<file path="src/rtl/enclave_pkg.sv">
`default_nettype none
// ============================================================================
//  Module      : enclave_pkg
//  Description : Shared encodings for the enclave Wishbone command master:
//                command kinds, opcodes, opcode-word field layout and the
//                controller state encoding.
//  Revision    : 1.0 - initial release
// ============================================================================
package enclave_pkg;

  // Command kinds presented on cmd_kind
  localparam logic [1:0] CMD_WRITE   = 2'b00;
  localparam logic [1:0] CMD_READ    = 2'b01;
  localparam logic [1:0] CMD_OPCODE  = 2'b10;
  localparam logic [1:0] CMD_ILLEGAL = 2'b11;

  // Enclave operations carried in opcode word bits [1:0]
  localparam logic [1:0] OP_ENCRYPT = 2'd0;
  localparam logic [1:0] OP_DECRYPT = 2'd1;
  localparam logic [1:0] OP_ADD     = 2'd2;
  localparam logic [1:0] OP_MUL     = 2'd3;

  // Opcode word layout for the default 9-bit operand-address fields
  localparam int OP_LSB    = 0;
  localparam int OP_W      = 2;
  localparam int FIELD_W   = 9;
  localparam int SRC0_LSB  = 2;
  localparam int SRC1_LSB  = 11;
  localparam int DST_LSB   = 20;
  localparam int START_BIT = 31;

  // Controller states
  typedef enum logic [2:0] {
    S_IDLE = 3'd0,
    S_BUS  = 3'd1,
    S_WAIT = 3'd2,
    S_RESP = 3'd3
  } state_e;

endpackage
`default_nettype wire

</file>
<file path="src/rtl/enclave_wb_master_if.sv">
`default_nettype none
// ============================================================================
//  Module      : enclave_wb_master_if
//  Description : Command stream, response stream and Wishbone initiator
//                signals of the enclave bus master, bundled in one interface.
//                master = the bus-master block, slave = its environment.
//  Revision    : 1.0 - initial release
// ============================================================================
interface enclave_wb_master_if;

  // Command stream
  logic        cmd_valid;
  logic        cmd_ready;
  logic [1:0]  cmd_kind;
  logic [31:0] cmd_addr;
  logic [31:0] cmd_data;

  // Response stream
  logic        rsp_valid;
  logic        rsp_ready;
  logic [31:0] rsp_data;
  logic        rsp_err;

  // Wishbone initiator side
  logic        wbm_cyc_o;
  logic        wbm_stb_o;
  logic        wbm_we_o;
  logic [3:0]  wbm_sel_o;
  logic [31:0] wbm_adr_o;
  logic [31:0] wbm_dat_o;
  logic        wbm_ack_i;
  logic [31:0] wbm_dat_i;

  modport master (
    input  cmd_valid, cmd_kind, cmd_addr, cmd_data,
    output cmd_ready,
    output rsp_valid, rsp_data, rsp_err,
    input  rsp_ready,
    output wbm_cyc_o, wbm_stb_o, wbm_we_o, wbm_sel_o, wbm_adr_o, wbm_dat_o,
    input  wbm_ack_i, wbm_dat_i
  );

  modport slave (
    output cmd_valid, cmd_kind, cmd_addr, cmd_data,
    input  cmd_ready,
    input  rsp_valid, rsp_data, rsp_err,
    output rsp_ready,
    input  wbm_cyc_o, wbm_stb_o, wbm_we_o, wbm_sel_o, wbm_adr_o, wbm_dat_o,
    output wbm_ack_i, wbm_dat_i
  );

endinterface
`default_nettype wire

</file>
<file path="src/rtl/enclave_opcode_pack.sv">
`default_nettype none
// ============================================================================
//  Module      : enclave_opcode_pack
//  Description : Combinational assembly of an enclave opcode word:
//                start bit at 31, then dst / src1 / src0 / op packed from LSB.
//                Bits between the dst field and the start bit read as zero.
//  Revision    : 1.0 - initial release
// ============================================================================
module enclave_opcode_pack
  import enclave_pkg::*;
#(
  parameter int ADDR_WIDTH = FIELD_W
) (
  input  logic [1:0]            op_i,
  input  logic [ADDR_WIDTH-1:0] src0_i,
  input  logic [ADDR_WIDTH-1:0] src1_i,
  input  logic [ADDR_WIDTH-1:0] dst_i,
  output logic [31:0]           word_o
);

  localparam int SRC0_POS = OP_LSB + OP_W;
  localparam int SRC1_POS = SRC0_POS + ADDR_WIDTH;
  localparam int DST_POS  = SRC1_POS + ADDR_WIDTH;

  // Place each field at its slot and raise the start bit
  always_comb begin
    word_o                             = '0;
    word_o[OP_LSB +: OP_W]             = op_i;
    word_o[SRC0_POS +: ADDR_WIDTH]     = src0_i;
    word_o[SRC1_POS +: ADDR_WIDTH]     = src1_i;
    word_o[DST_POS +: ADDR_WIDTH]      = dst_i;
    word_o[START_BIT]                  = 1'b1;
  end

endmodule
`default_nettype wire

</file>
<file path="src/rtl/enclave_wb_master.sv">
`default_nettype none
// ============================================================================
//  Module      : enclave_wb_master
//  Description : Wishbone initiator for the enclave slave port. Turns one
//                command (write / read / opcode) into one classic Wishbone
//                cycle and returns exactly one response. Opcode writes are
//                followed by a fixed compute wait; a slave that never acks
//                is aborted after TIMEOUT strobe cycles.
//  Revision    : 1.0 - initial release
// ============================================================================
module enclave_wb_master
  import enclave_pkg::*;
#(
  parameter logic [31:0] OPCODE_ADDR  = 32'h3000_0000,
  parameter int          ADDR_WIDTH   = 9,
  parameter int          COMPUTE_WAIT = 16,
  parameter int          TIMEOUT      = 64
) (
  input  logic                wb_clk_i,
  input  logic                wb_rst_i,
  enclave_wb_master_if.master bus,
  output logic                busy
);

  localparam logic [2:0] ST_IDLE = S_IDLE;
  localparam logic [2:0] ST_BUS  = S_BUS;
  localparam logic [2:0] ST_WAIT = S_WAIT;
  localparam logic [2:0] ST_RESP = S_RESP;

  localparam int SRC0_POS = OP_LSB + OP_W;
  localparam int SRC1_POS = SRC0_POS + ADDR_WIDTH;
  localparam int DST_POS  = SRC1_POS + ADDR_WIDTH;

  localparam int TO_W = $clog2(TIMEOUT + 1);
  localparam int WT_W = $clog2(COMPUTE_WAIT + 1);
  localparam logic [TO_W-1:0] TO_LAST = TO_W'(TIMEOUT - 1);
  localparam logic [WT_W-1:0] WT_LAST = WT_W'(COMPUTE_WAIT - 1);

  logic [2:0]      state_q,    state_d;
  logic            cyc_q,      cyc_d;
  logic            stb_q,      stb_d;
  logic            we_q,       we_d;
  logic [3:0]      sel_q,      sel_d;
  logic [31:0]     adr_q,      adr_d;
  logic [31:0]     dat_q,      dat_d;
  logic            is_op_q,    is_op_d;
  logic [31:0]     rsp_data_q, rsp_data_d;
  logic            rsp_err_q,  rsp_err_d;
  logic [TO_W-1:0] to_cnt_q,   to_cnt_d;
  logic [WT_W-1:0] wt_cnt_q,   wt_cnt_d;

  logic [31:0]     op_word;

  enclave_opcode_pack #(
    .ADDR_WIDTH (ADDR_WIDTH)
  ) u_opcode_pack (
    .op_i   (bus.cmd_data[OP_LSB +: OP_W]),
    .src0_i (bus.cmd_data[SRC0_POS +: ADDR_WIDTH]),
    .src1_i (bus.cmd_data[SRC1_POS +: ADDR_WIDTH]),
    .dst_i  (bus.cmd_data[DST_POS +: ADDR_WIDTH]),
    .word_o (op_word)
  );

  // Handshake and bus outputs are straight decodes of state / registers
  always_comb begin
    bus.cmd_ready = (state_q == ST_IDLE);
    bus.rsp_valid = (state_q == ST_RESP);
    bus.rsp_data  = rsp_data_q;
    bus.rsp_err   = rsp_err_q;
    bus.wbm_cyc_o = cyc_q;
    bus.wbm_stb_o = stb_q;
    bus.wbm_we_o  = we_q;
    bus.wbm_sel_o = sel_q;
    bus.wbm_adr_o = adr_q;
    bus.wbm_dat_o = dat_q;
    busy          = (state_q != ST_IDLE);
  end

  // Next-state logic for the command sequencer and its two counters
  always_comb begin
    state_d    = state_q;
    cyc_d      = cyc_q;
    stb_d      = stb_q;
    we_d       = we_q;
    sel_d      = sel_q;
    adr_d      = adr_q;
    dat_d      = dat_q;
    is_op_d    = is_op_q;
    rsp_data_d = rsp_data_q;
    rsp_err_d  = rsp_err_q;
    to_cnt_d   = to_cnt_q;
    wt_cnt_d   = wt_cnt_q;

    case (state_q)
      ST_IDLE: begin
        if (bus.cmd_valid) begin
          rsp_data_d = '0;
          rsp_err_d  = 1'b0;
          to_cnt_d   = '0;
          wt_cnt_d   = '0;
          if (bus.cmd_kind == CMD_ILLEGAL) begin
            // Rejected outright: no bus traffic, error response only
            rsp_err_d = 1'b1;
            state_d   = ST_RESP;
          end else begin
            cyc_d   = 1'b1;
            stb_d   = 1'b1;
            sel_d   = 4'hF;
            state_d = ST_BUS;
            case (bus.cmd_kind)
              CMD_WRITE: begin
                adr_d   = bus.cmd_addr;
                dat_d   = bus.cmd_data;
                we_d    = 1'b1;
                is_op_d = 1'b0;
              end
              CMD_READ: begin
                adr_d   = bus.cmd_addr;
                dat_d   = '0;
                we_d    = 1'b0;
                is_op_d = 1'b0;
              end
              default: begin
                adr_d   = OPCODE_ADDR;
                dat_d   = op_word;
                we_d    = 1'b1;
                is_op_d = 1'b1;
              end
            endcase
          end
        end
      end

      ST_BUS: begin
        if (bus.wbm_ack_i) begin
          cyc_d    = 1'b0;
          stb_d    = 1'b0;
          we_d     = 1'b0;
          sel_d    = 4'h0;
          to_cnt_d = '0;
          if (is_op_q) begin
            state_d = ST_WAIT;
          end else begin
            if (!we_q) begin
              rsp_data_d = bus.wbm_dat_i;
            end
            state_d = ST_RESP;
          end
        end else if (to_cnt_q == TO_LAST) begin
          // Slave never answered: abandon the cycle, opcode skips the wait
          cyc_d      = 1'b0;
          stb_d      = 1'b0;
          we_d       = 1'b0;
          sel_d      = 4'h0;
          to_cnt_d   = '0;
          rsp_err_d  = 1'b1;
          rsp_data_d = '0;
          state_d    = ST_RESP;
        end else begin
          to_cnt_d = to_cnt_q + TO_W'(1);
        end
      end

      ST_WAIT: begin
        if (wt_cnt_q == WT_LAST) begin
          wt_cnt_d  = '0;
          rsp_err_d = 1'b0;
          state_d   = ST_RESP;
        end else begin
          wt_cnt_d = wt_cnt_q + WT_W'(1);
        end
      end

      ST_RESP: begin
        if (bus.rsp_ready) begin
          rsp_err_d  = 1'b0;
          rsp_data_d = '0;
          state_d    = ST_IDLE;
        end
      end

      default: begin
        state_d = ST_IDLE;
      end
    endcase
  end

  // State registers with synchronous reset; reset aborts any cycle in flight
  always_ff @(posedge wb_clk_i) begin
    if (wb_rst_i) begin
      state_q    <= ST_IDLE;
      cyc_q      <= 1'b0;
      stb_q      <= 1'b0;
      we_q       <= 1'b0;
      sel_q      <= 4'h0;
      adr_q      <= '0;
      dat_q      <= '0;
      is_op_q    <= 1'b0;
      rsp_data_q <= '0;
      rsp_err_q  <= 1'b0;
      to_cnt_q   <= '0;
      wt_cnt_q   <= '0;
    end else begin
      state_q    <= state_d;
      cyc_q      <= cyc_d;
      stb_q      <= stb_d;
      we_q       <= we_d;
      sel_q      <= sel_d;
      adr_q      <= adr_d;
      dat_q      <= dat_d;
      is_op_q    <= is_op_d;
      rsp_data_q <= rsp_data_d;
      rsp_err_q  <= rsp_err_d;
      to_cnt_q   <= to_cnt_d;
      wt_cnt_q   <= wt_cnt_d;
    end
  end

endmodule
`default_nettype wire

</file>
<file path="src/flat_wrapper.sv">
// flat-port wrapper written by rule: the top's interface ports become plain ports
module enclave_wb_master_flat import enclave_pkg::*;
#(
  parameter logic [31:0] OPCODE_ADDR  = 32'h3000_0000,
  parameter int          ADDR_WIDTH   = 9,
  parameter int          COMPUTE_WAIT = 16,
  parameter int          TIMEOUT      = 64
)
  (wb_clk_i, wb_rst_i, busy, bus_cmd_valid, bus_cmd_kind, bus_cmd_addr, bus_cmd_data, bus_cmd_ready, bus_rsp_valid, bus_rsp_data, bus_rsp_err, bus_rsp_ready, bus_wbm_cyc_o, bus_wbm_stb_o, bus_wbm_we_o, bus_wbm_sel_o, bus_wbm_adr_o, bus_wbm_dat_o, bus_wbm_ack_i, bus_wbm_dat_i);
  enclave_wb_master_if bus_i ();
  input  logic wb_clk_i;
  input  logic wb_rst_i;
  output logic busy;
  input wire logic [$bits(bus_i.cmd_valid)-1:0] bus_cmd_valid;
  input wire logic [$bits(bus_i.cmd_kind)-1:0] bus_cmd_kind;
  input wire logic [$bits(bus_i.cmd_addr)-1:0] bus_cmd_addr;
  input wire logic [$bits(bus_i.cmd_data)-1:0] bus_cmd_data;
  output wire logic [$bits(bus_i.cmd_ready)-1:0] bus_cmd_ready;
  output wire logic [$bits(bus_i.rsp_valid)-1:0] bus_rsp_valid;
  output wire logic [$bits(bus_i.rsp_data)-1:0] bus_rsp_data;
  output wire logic [$bits(bus_i.rsp_err)-1:0] bus_rsp_err;
  input wire logic [$bits(bus_i.rsp_ready)-1:0] bus_rsp_ready;
  output wire logic [$bits(bus_i.wbm_cyc_o)-1:0] bus_wbm_cyc_o;
  output wire logic [$bits(bus_i.wbm_stb_o)-1:0] bus_wbm_stb_o;
  output wire logic [$bits(bus_i.wbm_we_o)-1:0] bus_wbm_we_o;
  output wire logic [$bits(bus_i.wbm_sel_o)-1:0] bus_wbm_sel_o;
  output wire logic [$bits(bus_i.wbm_adr_o)-1:0] bus_wbm_adr_o;
  output wire logic [$bits(bus_i.wbm_dat_o)-1:0] bus_wbm_dat_o;
  input wire logic [$bits(bus_i.wbm_ack_i)-1:0] bus_wbm_ack_i;
  input wire logic [$bits(bus_i.wbm_dat_i)-1:0] bus_wbm_dat_i;
  assign bus_i.cmd_valid = bus_cmd_valid;
  assign bus_i.cmd_kind = bus_cmd_kind;
  assign bus_i.cmd_addr = bus_cmd_addr;
  assign bus_i.cmd_data = bus_cmd_data;
  assign bus_cmd_ready = bus_i.cmd_ready;
  assign bus_rsp_valid = bus_i.rsp_valid;
  assign bus_rsp_data = bus_i.rsp_data;
  assign bus_rsp_err = bus_i.rsp_err;
  assign bus_i.rsp_ready = bus_rsp_ready;
  assign bus_wbm_cyc_o = bus_i.wbm_cyc_o;
  assign bus_wbm_stb_o = bus_i.wbm_stb_o;
  assign bus_wbm_we_o = bus_i.wbm_we_o;
  assign bus_wbm_sel_o = bus_i.wbm_sel_o;
  assign bus_wbm_adr_o = bus_i.wbm_adr_o;
  assign bus_wbm_dat_o = bus_i.wbm_dat_o;
  assign bus_i.wbm_ack_i = bus_wbm_ack_i;
  assign bus_i.wbm_dat_i = bus_wbm_dat_i;
  enclave_wb_master #(.OPCODE_ADDR(OPCODE_ADDR), .ADDR_WIDTH(ADDR_WIDTH), .COMPUTE_WAIT(COMPUTE_WAIT), .TIMEOUT(TIMEOUT)) u_core (.wb_clk_i(wb_clk_i), .wb_rst_i(wb_rst_i), .bus(bus_i), .busy(busy));
endmodule
</file>
<file path="config.mk">
export PLATFORM = sky130hd
export DESIGN_NAME = enclave_wb_master_flat
export DESIGN_NICKNAME = d
export VERILOG_FILES = /design/src/rtl/enclave_pkg.sv /design/src/rtl/enclave_wb_master_if.sv /design/src/rtl/enclave_opcode_pack.sv /design/src/rtl/enclave_wb_master.sv /design/src/flat_wrapper.sv
export SDC_FILE = /design/constraint.sdc
export NUM_CORES = 1
export LEC_CHECK = 0
export ABC_AREA = 1
export CORE_MARGIN = 3
export CORE_UTILIZATION = 40
export CTS_BUF_LIST = sky130_fd_sc_hd__clkbuf_8
export DETAILED_ROUTE_END_ITERATION = 12
export PLACE_DENSITY = 0.77
export SLEW_MARGIN = 20
export SYNTH_ARGS = -nofsm -noshare
export SYNTH_HDL_FRONTEND = slang
export SYNTH_HIERARCHICAL = 1
export SYNTH_SLANG_ARGS = --single-unit
export TNS_END_PERCENT = 1
</file>
<file path="constraint.sdc">
create_clock -name wb_clk_i -period 1.7 [get_ports wb_clk_i]
set_input_delay 0.34 -clock wb_clk_i [delete_from_list [all_inputs] [get_ports wb_clk_i]]
set_output_delay 0.34 -clock wb_clk_i [all_outputs]
set_load 0.005 [all_outputs]
</file>
==> impl_metrics.ini <==
[logic_synthesis]
synth_top_area_share_pct = 44.0
yosysSeqAreaShare_pct = 44.0
synth.distinct_cells = 25
yosysTopAreaCell = dfxtp_1
synthFlopType = dfxtp_1
yosys.cell_count.top_type = nand2_1
ys_seq_elements = 114
syn_avg_cell_area_sq_um = 7.16
ys_top_cells_by_area = dfxtp_1 (44%), nand2_1 (16%), a21oi_1 (7.4%)
ys_warn_count = 6
netlist_top_cells_count = nand2_1 (220), dfxtp_1 (114), a21oi_1 (77)
ys_async_sr_fraction_pct = 0
synth_edf_count = 0
syn_area_sq_um = 5180
syn_inst = 724

[clock_network]
ctsHtreeMaxLevel = 4
numCtsBuffers = 17
holdBufCountCts = 0
cts_root_buf = clkbuf_8
clk_path_buf_depth = 2
clkLatencyLatePin_ns = 0.42
cts_tree = built
cts_sinks = 114
path_clk_slew_ns = 0.07

[setup_path]
path_class = register to output pin
cp.required_ns = 1.36
r2r-start = u_core/state_q[0]$_SDFFE_PP0P_
start_kind = register
crit-reg2reg-capture = u_core/bus.rsp_data[18]$_SDFFE_PP0P_
arrival_ns = 1.31
r2r_cells = 9
critPathCaptureType = output pin
r2r_slack_ns = 0.10
crit_end = busy
cp_max_fo = 6
setup.worst_path.start = u_core/state_q[1]$_SDFFE_PP0P_

[power_and_ir_drop]
p_leak_nw = 3.26
total_power_w = 0.0105
ir_drop_uv = 714
power_density_nw_per_um2 = 1340

[route]
num_vias = 5182
drt_iter0_markers = 365
drc_errors = 0
wl_microns = 14400
ant_nets = 0
wl_per_cell_microns = 13.2
via_per_inst = 4.75
dr.pass1.iters = 5

[sta]
setup_viol = 0
max_freq_ghz = 0.605
finalMaxSlewViolations = 0
holdWs_ns = 0.261
rsz0062_at_grt = yes
fin_ws_ns = 0.0483
fin_crit_sh_pct = 97.2
final.setup_skew_ns = 0.00801
finalHoldViolCount = 0
period_needed_ns = 1.65
setup-tns-final_ns = 0

[grt]
grt_pass1_wl_microns = 23600
grt_pass1_vias = 5008
grt_max_degree = 74
antenna_found_initial = 0
grt_usage_pct = 20.0
gr-total-overflow = 0

[min_path]
hold_start = wb_rst_i
hp-class = input port to register

[placement]
dp_slack_ns = -0.120
io_buffers = 209
gp_congestion = 0.755
placed_area_sq_um = 7360
dpl.hpwl_microns = 9810

[final_layout]
postLayoutCellArea_sq_um = 7820
area_delta_synth_final_pct = 50.9
final_layout_size_suffix_gt1_share_pct = 10.7
nets = 1023
diodes = 0
nFillCells = 1090

[outcome]
outcome = finished, final reports clean

[die]
coreArea_sq_um = 12300
io_pins = 210
start_util_pct = 42.1
dieArea_sq_um = 14400
num_rows = 40
dieHeight_microns = 120
die_w_microns = 120

[flow_run]
cap_violations = 0
## registers in the layout, indices dropped and copies added, names as in the netlist
register / cells
u_core/to_cnt_q: 7
u_core/wt_cnt_q: 5
u_core/bus.rsp_err: 1
u_core/is_op_q: 1
u_core/bus.wbm_dat_o: 32
u_core/bus.wbm_sel_o: 1
u_core/bus.wbm_adr_o: 32
u_core/bus.rsp_data: 32
u_core/state_q: 2
u_core/bus.wbm_we_o: 1
## logic make-up (layout without fill, tap and decap cells)
family	Yosys count	in the layout	share of synthesized area, %
and+or+nand+nor	346	346	27.7
buffers and inverters	134	333	13.7
AOI/OAI and AO/OA	120	120	12.4
DFF	114	114	44.0
adders and majority gates	8	8	1.93
other	2	3	0.145
## worst max-delay path: stages, from the launching register on
cell and delay [ns]:
dfxtp_2 0.34, inv_4 0.08, ha_4 0.16, inv_1 0.05, dlygate4sd2_1 0.26
## per-layer routing
metal / global-route usage, % / routed length, microns
met5: 0 / 0
met4: 5.80 / 180
met3: 8.44 / 1270
met2: 31.7 / 6670
met1: 24.8 / 6250
## metrics by stage
step / util, % / instances
floorplan: - / 725
global placement: 59.8 / 1059
detailed placement: 59.8 / 1059
CTS: 63.0 / 1090
global route: 63.5 / 1092
finish: 63.5 / 1092
## what timing repair did
item                                    CTS  global route
gates resized for setup                  12            21
endpoints found under the setup margin   11            60
pin swaps                                 0             2
setup buffers                             0             2
## power breakdown
part / total [W] / internal (W) / switching (W) / leakage, nW
logic: 0.00457 / 0.00230 / 0.00227 / 2.11
registers: 0.00345 / 0.00318 / 0.000275 / 0.934
clock network: 0.00245 / 0.00142 / 0.00103 / 0.215
total: 0.0105 / 0.00690 / 0.00358 / 3.26
## layout make-up
| type | instances | area, sq um | share of cell area [%] |
|---|---|---|---|
| inverters | 56 | 214 | 2.74 |
| well taps | 168 | 210 | 2.69 |
| clock buffers | 21 | 289 | 3.70 |
| repair buffers | 246 | 2490 | 31.9 |
| flip-flops and latches | 114 | 2290 | 29.3 |
| multi-input cells | 477 | 2220 | 28.4 |
| clock inverters | 10 | 95.1 | 1.22 |
## cell usage in the layout, fill, tap and decap left out, drive strengths merged, types with 10 or more instances in the layout
cell type,instances
a21oi,78
nand2,234
nand3,43
clkbuf,22
clkdlybuf4s50,194
nor2,58
inv,60
dfxtp,114
buf,38
o21ai,10
a31oi,32
dlymetal6s2s,10
## worst min path at each step
| stage | end | slack, ns | depth (start not counted) |
|---|---|---|---|
| after floorplan | u_core/to_cnt_q[6]$_SDFFE_PP0P_ | 0.44 | 2 |
| after global placement | u_core/bus.wbm_adr_o[14]$_SDFFE_PP0P_ | 0.45 | 2 |
| after detailed placement | u_core/bus.wbm_adr_o[7]$_SDFFE_PP0P_ | 0.45 | 2 |
| after CTS | u_core/bus.rsp_data[9]$_SDFFE_PP0P_ | 0.23 | 4 |
| after global routing | u_core/bus.rsp_data[9]$_SDFFE_PP0P_ | 0.25 | 4 |
| final | u_core/bus.rsp_data[15]$_SDFFE_PP0P_ | 0.26 | 4 |
(Power assumes the default switching activity.)
